**src/rtl/pcbfpga_cfg_loader.sv**
```systemverilog
`timescale 1ns/1ps
// pcbfpga_cfg_loader
//   Writer side of the pcbfpga configuration chain. Config bytes arrive from
//   the host on a valid/ready stream. They are serialised onto cfg_clk/cfg_data
//   one bit per cfg_clk period. When the whole chain has been shifted, the
//   block pulses cfg_latch so every primitive takes its new configuration at
//   the same time.
// Ports
//   clk        in   system clock, all logic on posedge
//   rst_n      in   asynchronous active-low reset
//   start      in   begin a load (honoured only when idle or done)
//   abort      in   cancel the current load; no latch pulse follows
//   in_data    in   config byte
//   in_valid   in   in_data valid
//   in_ready   out  a byte is accepted this cycle (high only while fetching)
//   cfg_clk    out  chain shift clock; the chain samples on its rising edge
//   cfg_data   out  chain serial data
//   cfg_latch  out  chain parallel-load strobe, active high
//   busy       out  a load is in progress
//   done       out  sticky; set after a successful latch, cleared by start
//   bit_count  out  bits shifted so far in the current load
module pcbfpga_cfg_loader #(
  parameter int CHAIN_LEN = 256,
  parameter int CLK_DIV   = 2,
  parameter bit MSB_FIRST = 1'b1
) (
  input  logic                           clk,
  input  logic                           rst_n,
  input  logic                           start,
  input  logic                           abort,
  input  logic [7:0]                     in_data,
  input  logic                           in_valid,
  output logic                           in_ready,
  output logic                           cfg_clk,
  output logic                           cfg_data,
  output logic                           cfg_latch,
  output logic                           busy,
  output logic                           done,
  output logic [$clog2(CHAIN_LEN+1)-1:0] bit_count
);

  localparam int CW = $clog2(CHAIN_LEN + 1);
  localparam int DW = (CLK_DIV > 1) ? $clog2(CLK_DIV) : 1;
  localparam logic [DW-1:0] DIV_LAST = DW'(CLK_DIV - 1);
  localparam logic [CW-1:0] LEN_C    = CW'(CHAIN_LEN);

  typedef enum logic [2:0] {
    S_IDLE  = 3'd0,
    S_FETCH = 3'd1,
    S_SETUP = 3'd2,
    S_HIGH  = 3'd3,
    S_LATCH = 3'd4,
    S_DONE  = 3'd5
  } state_t;

  state_t          state_r;
  logic [7:0]      shreg_r;
  logic [3:0]      bits_left_r;
  logic [DW-1:0]   div_r;

  // Moves the next bit to be sent into the lead position.
  function automatic logic [7:0] advance(input logic [7:0] b);
    if (MSB_FIRST) begin
      advance = {b[6:0], 1'b0};
    end else begin
      advance = {1'b0, b[7:1]};
    end
  endfunction

  // Bit that goes onto cfg_data next for a given shift register value.
  function automatic logic lead_bit(input logic [7:0] b);
    if (MSB_FIRST) begin
      lead_bit = b[7];
    end else begin
      lead_bit = b[0];
    end
  endfunction

  // Load sequencer; every output is a flop so cfg_clk/cfg_data/cfg_latch are glitch free.
  always_ff @(posedge clk or negedge rst_n) begin
    if (!rst_n) begin
      state_r     <= S_IDLE;
      shreg_r     <= 8'h00;
      bits_left_r <= 4'd0;
      div_r       <= '0;
      in_ready    <= 1'b0;
      cfg_clk     <= 1'b0;
      cfg_data    <= 1'b0;
      cfg_latch   <= 1'b0;
      busy        <= 1'b0;
      done        <= 1'b0;
      bit_count   <= '0;
    end else if (abort && (state_r != S_IDLE) && (state_r != S_DONE)) begin
      // bit_count is deliberately kept so the abort point is visible for debug
      state_r     <= S_IDLE;
      shreg_r     <= 8'h00;
      bits_left_r <= 4'd0;
      div_r       <= '0;
      in_ready    <= 1'b0;
      cfg_clk     <= 1'b0;
      cfg_data    <= 1'b0;
      cfg_latch   <= 1'b0;
      busy        <= 1'b0;
      done        <= 1'b0;
    end else begin
      case (state_r)
        S_IDLE, S_DONE: begin
          // abort arriving with start cancels the start
          if (start && !abort) begin
            bit_count <= '0;
            done      <= 1'b0;
            busy      <= 1'b1;
            in_ready  <= 1'b1;
            state_r   <= S_FETCH;
          end else begin
            state_r   <= state_r;
          end
        end
        S_FETCH: begin
          if (in_valid) begin
            shreg_r     <= in_data;
            bits_left_r <= 4'd8;
            cfg_data    <= lead_bit(in_data);
            in_ready    <= 1'b0;
            div_r       <= '0;
            state_r     <= S_SETUP;
          end else begin
            state_r     <= S_FETCH;
          end
        end
        S_SETUP: begin
          if (div_r == DIV_LAST) begin
            div_r   <= '0;
            cfg_clk <= 1'b1;
            state_r <= S_HIGH;
          end else begin
            div_r   <= div_r + DW'(1);
          end
        end
        S_HIGH: begin
          if (div_r == DIV_LAST) begin
            div_r       <= '0;
            cfg_clk     <= 1'b0;
            bit_count   <= bit_count + CW'(1);
            bits_left_r <= bits_left_r - 4'd1;
            shreg_r     <= advance(shreg_r);
            // chain full wins over byte boundaries: leftover bits are dropped
            if (bit_count + CW'(1) == LEN_C) begin
              cfg_latch <= 1'b1;
              state_r   <= S_LATCH;
            end else if (bits_left_r == 4'd1) begin
              in_ready  <= 1'b1;
              state_r   <= S_FETCH;
            end else begin
              cfg_data  <= lead_bit(advance(shreg_r));
              state_r   <= S_SETUP;
            end
          end else begin
            div_r       <= div_r + DW'(1);
          end
        end
        S_LATCH: begin
          if (div_r == DIV_LAST) begin
            div_r     <= '0;
            cfg_latch <= 1'b0;
            busy      <= 1'b0;
            done      <= 1'b1;
            state_r   <= S_DONE;
          end else begin
            div_r     <= div_r + DW'(1);
          end
        end
        default: begin
          state_r <= S_IDLE;
        end
      endcase
    end
  end

endmodule

```
**config.mk**
```make
export PLATFORM = sky130hd
export DESIGN_NAME = pcbfpga_cfg_loader
export DESIGN_NICKNAME = d
export VERILOG_FILES = /design/src/rtl/pcbfpga_cfg_loader.sv
export SDC_FILE = /design/constraint.sdc
export NUM_CORES = 1
export LEC_CHECK = 0
export CORE_MARGIN = 2
export CORE_UTILIZATION = 44
export CTS_CLUSTER_SIZE = 40
export DETAILED_ROUTE_END_ITERATION = 8
export PLACE_DENSITY = 0.76
export SLEW_MARGIN = 20
export SYNTH_ARGS = -nofsm -noshare
export SYNTH_HDL_FRONTEND = slang
export SYNTH_SLANG_ARGS = --single-unit
```
**constraint.sdc**
```tcl
create_clock -name clk -period 3.1 [get_ports clk]
set_input_delay 0.93 -clock clk [delete_from_list [all_inputs] [get_ports clk]]
set_output_delay 0.93 -clock clk [all_outputs]
set_load 0.01 [all_outputs]
```
### Yosys cells after proc, flatten, opt, wreduce, memory -nomap -nowiden

Index checks and enable logic that the tools add are counted.

| word-level totals | value |
|---|---|
| register bits | 30 |
| latch bits | 0 |
| bits in writable memories | 0 |
| memory bits (read-only) | 0 |
| memories kept | 0 |

| cells by class | value |
|---|---|
| add/subtract/negate cells | 3 |
| multiply operators | 0 |
| divide/modulo/power cells | 0 |
| $lt $le $gt $ge | 0 |
| eq/ne operators | 19 |
| shift operators | 0 |
| muxes and demuxes | 49 |
| bitwise gates (word level) | 1 |
| reduce and logical (&&, ||, !) cells | 24 |

Operators with widths:

| kind | count |
|---|---|
| inequality test 3 bit (second input constant) | 10 |
| two-way mux 1 bit | 22 |
| two-way mux 7 bit | 3 |
| two-way mux 3 bit | 6 |
| two-way mux 9 bit | 2 |
| one-hot mux 9 bit (2 select lines) | 1 |
| nonzero test 3 bit | 6 |
| one-hot mux 3 bit (5 select lines) | 1 |
| one-hot mux 7 bit (2 select lines) | 1 |
| two-way mux 4 bit | 3 |
| one-hot mux 1 bit (2 select lines) | 6 |
| AND reduction 4 bit | 3 |
| adder 9 x 1 -> 9 bit (second input constant) | 1 |
| equality test 9 bit (second input constant) | 1 |
| AND reduction 3 bit | 3 |
| one-hot mux 4 bit (2 select lines) | 1 |
| equality test 3 x 2 -> 1 bit (second input constant) | 2 |
| equality test 3 bit (second input constant) | 2 |
| AND reduction 6 bit | 1 |
| AND reduction 5 bit | 1 |
| equality test 4 x 1 -> 1 bit (second input constant) | 1 |
| two-way mux 2 bit | 2 |
| inequality test 2 bit (second input constant) | 2 |
| nonzero test 4 bit | 1 |
| 12 further kinds | 14 |

### Depth between registers and ports, before layout

| logic depth | value |
|---|---|
| word-level depth | 6 |
| gate-level depth with buffers | 7 |
| gate-level depth less buffers | 7 |

### Worst setup path after synthesis

OpenSTA, ideal clock, no wires.

| path | value |
|---|---|
| path type | input-to-reg |
| start point | in abort |
| end point | reg state_r[2] |
| library setup time | 79 ps |
| data arrival time | 1831 ps |
| slack | 1189 ps |
| cell stages on the path | 4 |
| cells stage by stage | clkbuf_1 o32a_1 a21oi_1 mux2i_1 |

| on the way | value |
|---|---|
| cells in the longest elaborated chain, start to end | 4 |
| elaborated cells between the ends (all ways) | 10 |

RTL lines:

| element | line | RTL |
|---|---|---|
| from (decl) | 30 | `input logic abort,` |
| logical AND 1 bit / zero test 1 bit (equally long branches) | 93, 109 |  |
| logical AND 1 bit, on equally long branches | 93, 109 |  |
| inequality test 3 bit (no line) | -- |  |
| AND reduction 4 bit (no line) | -- |  |
| to (signal assigned) | 116 | `state_r <= state_r;` |
| to (decl) | 56 | `state_t state_r;` |

Several ways; a longest one is shown, not always the timed one.
A chain may end at the register's enable or synchronous reset.

### Worst setup path after layout

| path | value |
|---|---|
| start point | in abort |
| end point | reg bit_count[7] |

| on the way | value |
|---|---|
| cells in the longest elaborated chain, start to end | 4 |
| elaborated cells between the ends (all ways) | 7 |

RTL lines:

| element | line | RTL |
|---|---|---|
| zero test 1 bit / logical AND 1 bit (equally long branches) | 109, 93 |  |
| logical AND 1 bit, on equally long branches | 109, 93 |  |
| inequality test 2 bit (no line) / inverter 1 bit (equally long branches) | -- |  |
| AND reduction 4 bit (no line) (*) | -- |  |
| to (signal assigned) | 144 | `bit_count <= bit_count + CW'(1);` |
| to (decl) | 39 | `output logic [$clog2(CHAIN_LEN+1)-1:0] bit_count` |

Mark *: on every way between the ends. The rest lies on a longest branch, timed or not.

==> out/qor.yml <==
num_antenna_cells: 0
cts-root-buf: "clkbuf_8"
synth_seq_cells: 30
htreeDepth: 2
max_freq_ghz: 0.397
place_hpwl_mm: 3.24
yosysUniqueCellTypes: 55
syn_inst: 221
grt_use_total: 0.211
place.gp.congestion: 0.884
min_period_ns: 2.52
power_density_mw_per_mm2: 690
slew_headroom: 0.526
critPathSlowestCell: "clkdlybuf4s50_1"
post_cts_buffers: 0
cts.sinks: 30
crit_start: "abort"
die-area_mm2: 0.00486
route.vias.total: 1802
io-pin-count: 28
fin_ws_ns: 0.582
grt_overflow: 0
coreArea_mm2: 0.00409
synthesis.area_mm2: 0.00190
port_buffers: 27
synth.area.top_cells: "dfrtp_1 (39%), a21oi_1 (6.3%), nand2_1 (5.9%), mux2_2 (3.0%), o21ai_0 (2.6%)"
required_ns: 3.30
yosysWarningCount: 0
r2r_start: "state_r[1]$_DFFE_PN0P_"
fin_nets: 263
die_x_um: 69.7
ir_worst_vdd_uv: 360
arrival_ns: 2.72
wl_per_cell_um: 16.1
synthFlopType: "dfrtp_1"
placed_cells: 290
ys_seq_area_frac: 0.395
clock_path_buffers: 2
drt_wl_total_mm: 4.79
cts_made_buffers: 5
rows: 23
start_kind: "input port"
rsz0062_at_grt: "false"
stdcell_count: 298
total_power_mw: 1.60
critPathCaptureType: "flop"
route.detailed.drc: 0
synthTopCellsByCount: "dfrtp_1 (30), nand2_1 (30), a21oi_1 (24), nor2_1 (12), o21ai_0 (10)"
vias_per_cell: 6.05
cts_hold_buf: 0
first_pass_iters: 5
synth_top_area_cell: "dfrtp_1"
cts_tree: "yes"
syn_to_final_growth_pct: 22.3
drt_iter0_drc: 125
critical-path-max-stage-delay_ns: 0.57
min_period_over_period: 0.812
critPathKind: "input port to flop"
hold_violations: 0
die_h_um: 69.7
grt_pass1_vias: 1712
synth_edf_count: 0
status: "finished clean"
initial_core_util: 0.465
min_path_type: "flop to flop"
crit_chain: "clkdlybuf4s50_1, nand4bb_1, nor2_2, o21ai_0, a31oi_1"
clkTransAtPathRegs_ns: 0.07
antenna_found_initial: 0
fin_util: 0.569
p_leak_nw: 0.970
setup_tns_ns: 0
drtAntennaViolNets: 0
min_from: "cfg_data$_DFFE_PN0P_"
grt_pass1_wl_mm: 8.22
synth_top_cell_area_share: 0.395
cts-resized-gates: 0
max_cap_viol_count: 0
grt_max_degree: 31
clock_skew_ns: 0.00855
slew_violations: 0
syn_nets: 237
worst_pin_slew_ns: 0.709
drive_above_1_share: 0.117
synthArstFlopShare: 1.00
setup_violations: 0
crit_path_max_fanout: 9
synth.avg_cell_area_um2: 8.60
pre_cts_ws_ns: 0.324
clk_latency_ns: 0.29
-- flip-flops by register name, summed over array words and instances, names as in the netlist --
register	flops
div_r	1
bit_count	9
state_r	3
cfg_latch	1
busy	1
bits_left_r	4
shreg_r	7
cfg_clk	1
done	1
in_ready	1
cfg_data	1
-- cell families after synthesis --
family,after synthesis,synth area share
buf+inv,23,0.0513
xor+xnor,2,0.0132
compound gates,70,0.238
flops,30,0.395
simple gates,85,0.237
mux,8,0.0461
fa+ha+maj,3,0.0198
-- metrics by stage --
stage / hold WS, ns / area (µm²)
2_1_floorplan: 0.480 / 1900
3_3_place_gp: 0.484 / 2210
3_5_place_dp: 0.493 / 2210
4_1_cts: 0.513 / 2320
5_1_grt: 0.526 / 2320
6_report: 0.506 / 2320
-- cell type report --
type	instances	area [µm²]
timing repair buffer	33	315
fill	383	1760
sequential	30	751
tap	50	62.6
multi-input combinational	168	1050
inverter	9	33.8
clock buffer	8	110
-- path summary, 6_finish.rpt --
kind	endpoint	depth (start not counted)	slack (ns)
worst min-delay path	cfg_data$_DFFE_PN0P_	1	0.51
worst min register to register	cfg_data$_DFFE_PN0P_	1	0.51
max in group asynchronous	state_r[2]$_DFFE_PN0P_	2	1.78
min in group asynchronous	shreg_r[3]$_DFFE_PN0P_	2	1.03
worst max register to register	bit_count[2]$_DFFE_PN0P_	5	1.05
worst max-delay path	bit_count[7]$_DFFE_PN0P_	5	0.58
-- critical path: cells and delay by family --
family | cells | cell delay [ns]
AO/OA/AOI/OAI | 2 | 0.33
buffers and inverters | 1 | 0.57
AND/OR/NAND/NOR | 2 | 0.88
-- where the power goes --
part | leakage (nW) | total (mW) | switching, mW | internal, mW
logic | 0.519 | 0.653 | 0.356 | 0.297
clock network | 0.0575 | 0.374 | 0.150 | 0.224
registers | 0.393 | 0.577 | 0.0850 | 0.492
total | 0.970 | 1.60 | 0.591 | 1.01
-- cell usage in the layout, fill, tap and decap left out, types with 5 or more instances in the layout --
master / netlist / routed
nand2_1: 30 / 30
dfrtp_1: 30 / 30
clkdlybuf4s50_1: 0 / 27
a21oi_1: 24 / 24
nor2_1: 12 / 12
o21ai_0: 10 / 10
inv_1: 8 / 8
clkbuf_8: 0 / 8
o21ai_1: 7 / 7
nand3_1: 7 / 7
nor3_1: 6 / 6
a31oi_1: 6 / 6
buf_4: 1 / 6
nand2b_1: 5 / 5
mux2_2: 5 / 5
-- layer usage --
metal,GRT usage,wire length [µm]
met1,0.284,2220
met2,0.340,2250
met3,0.0378,253
met4,0.0748,65
met5,0,0
(Power assumes the default switching activity.)
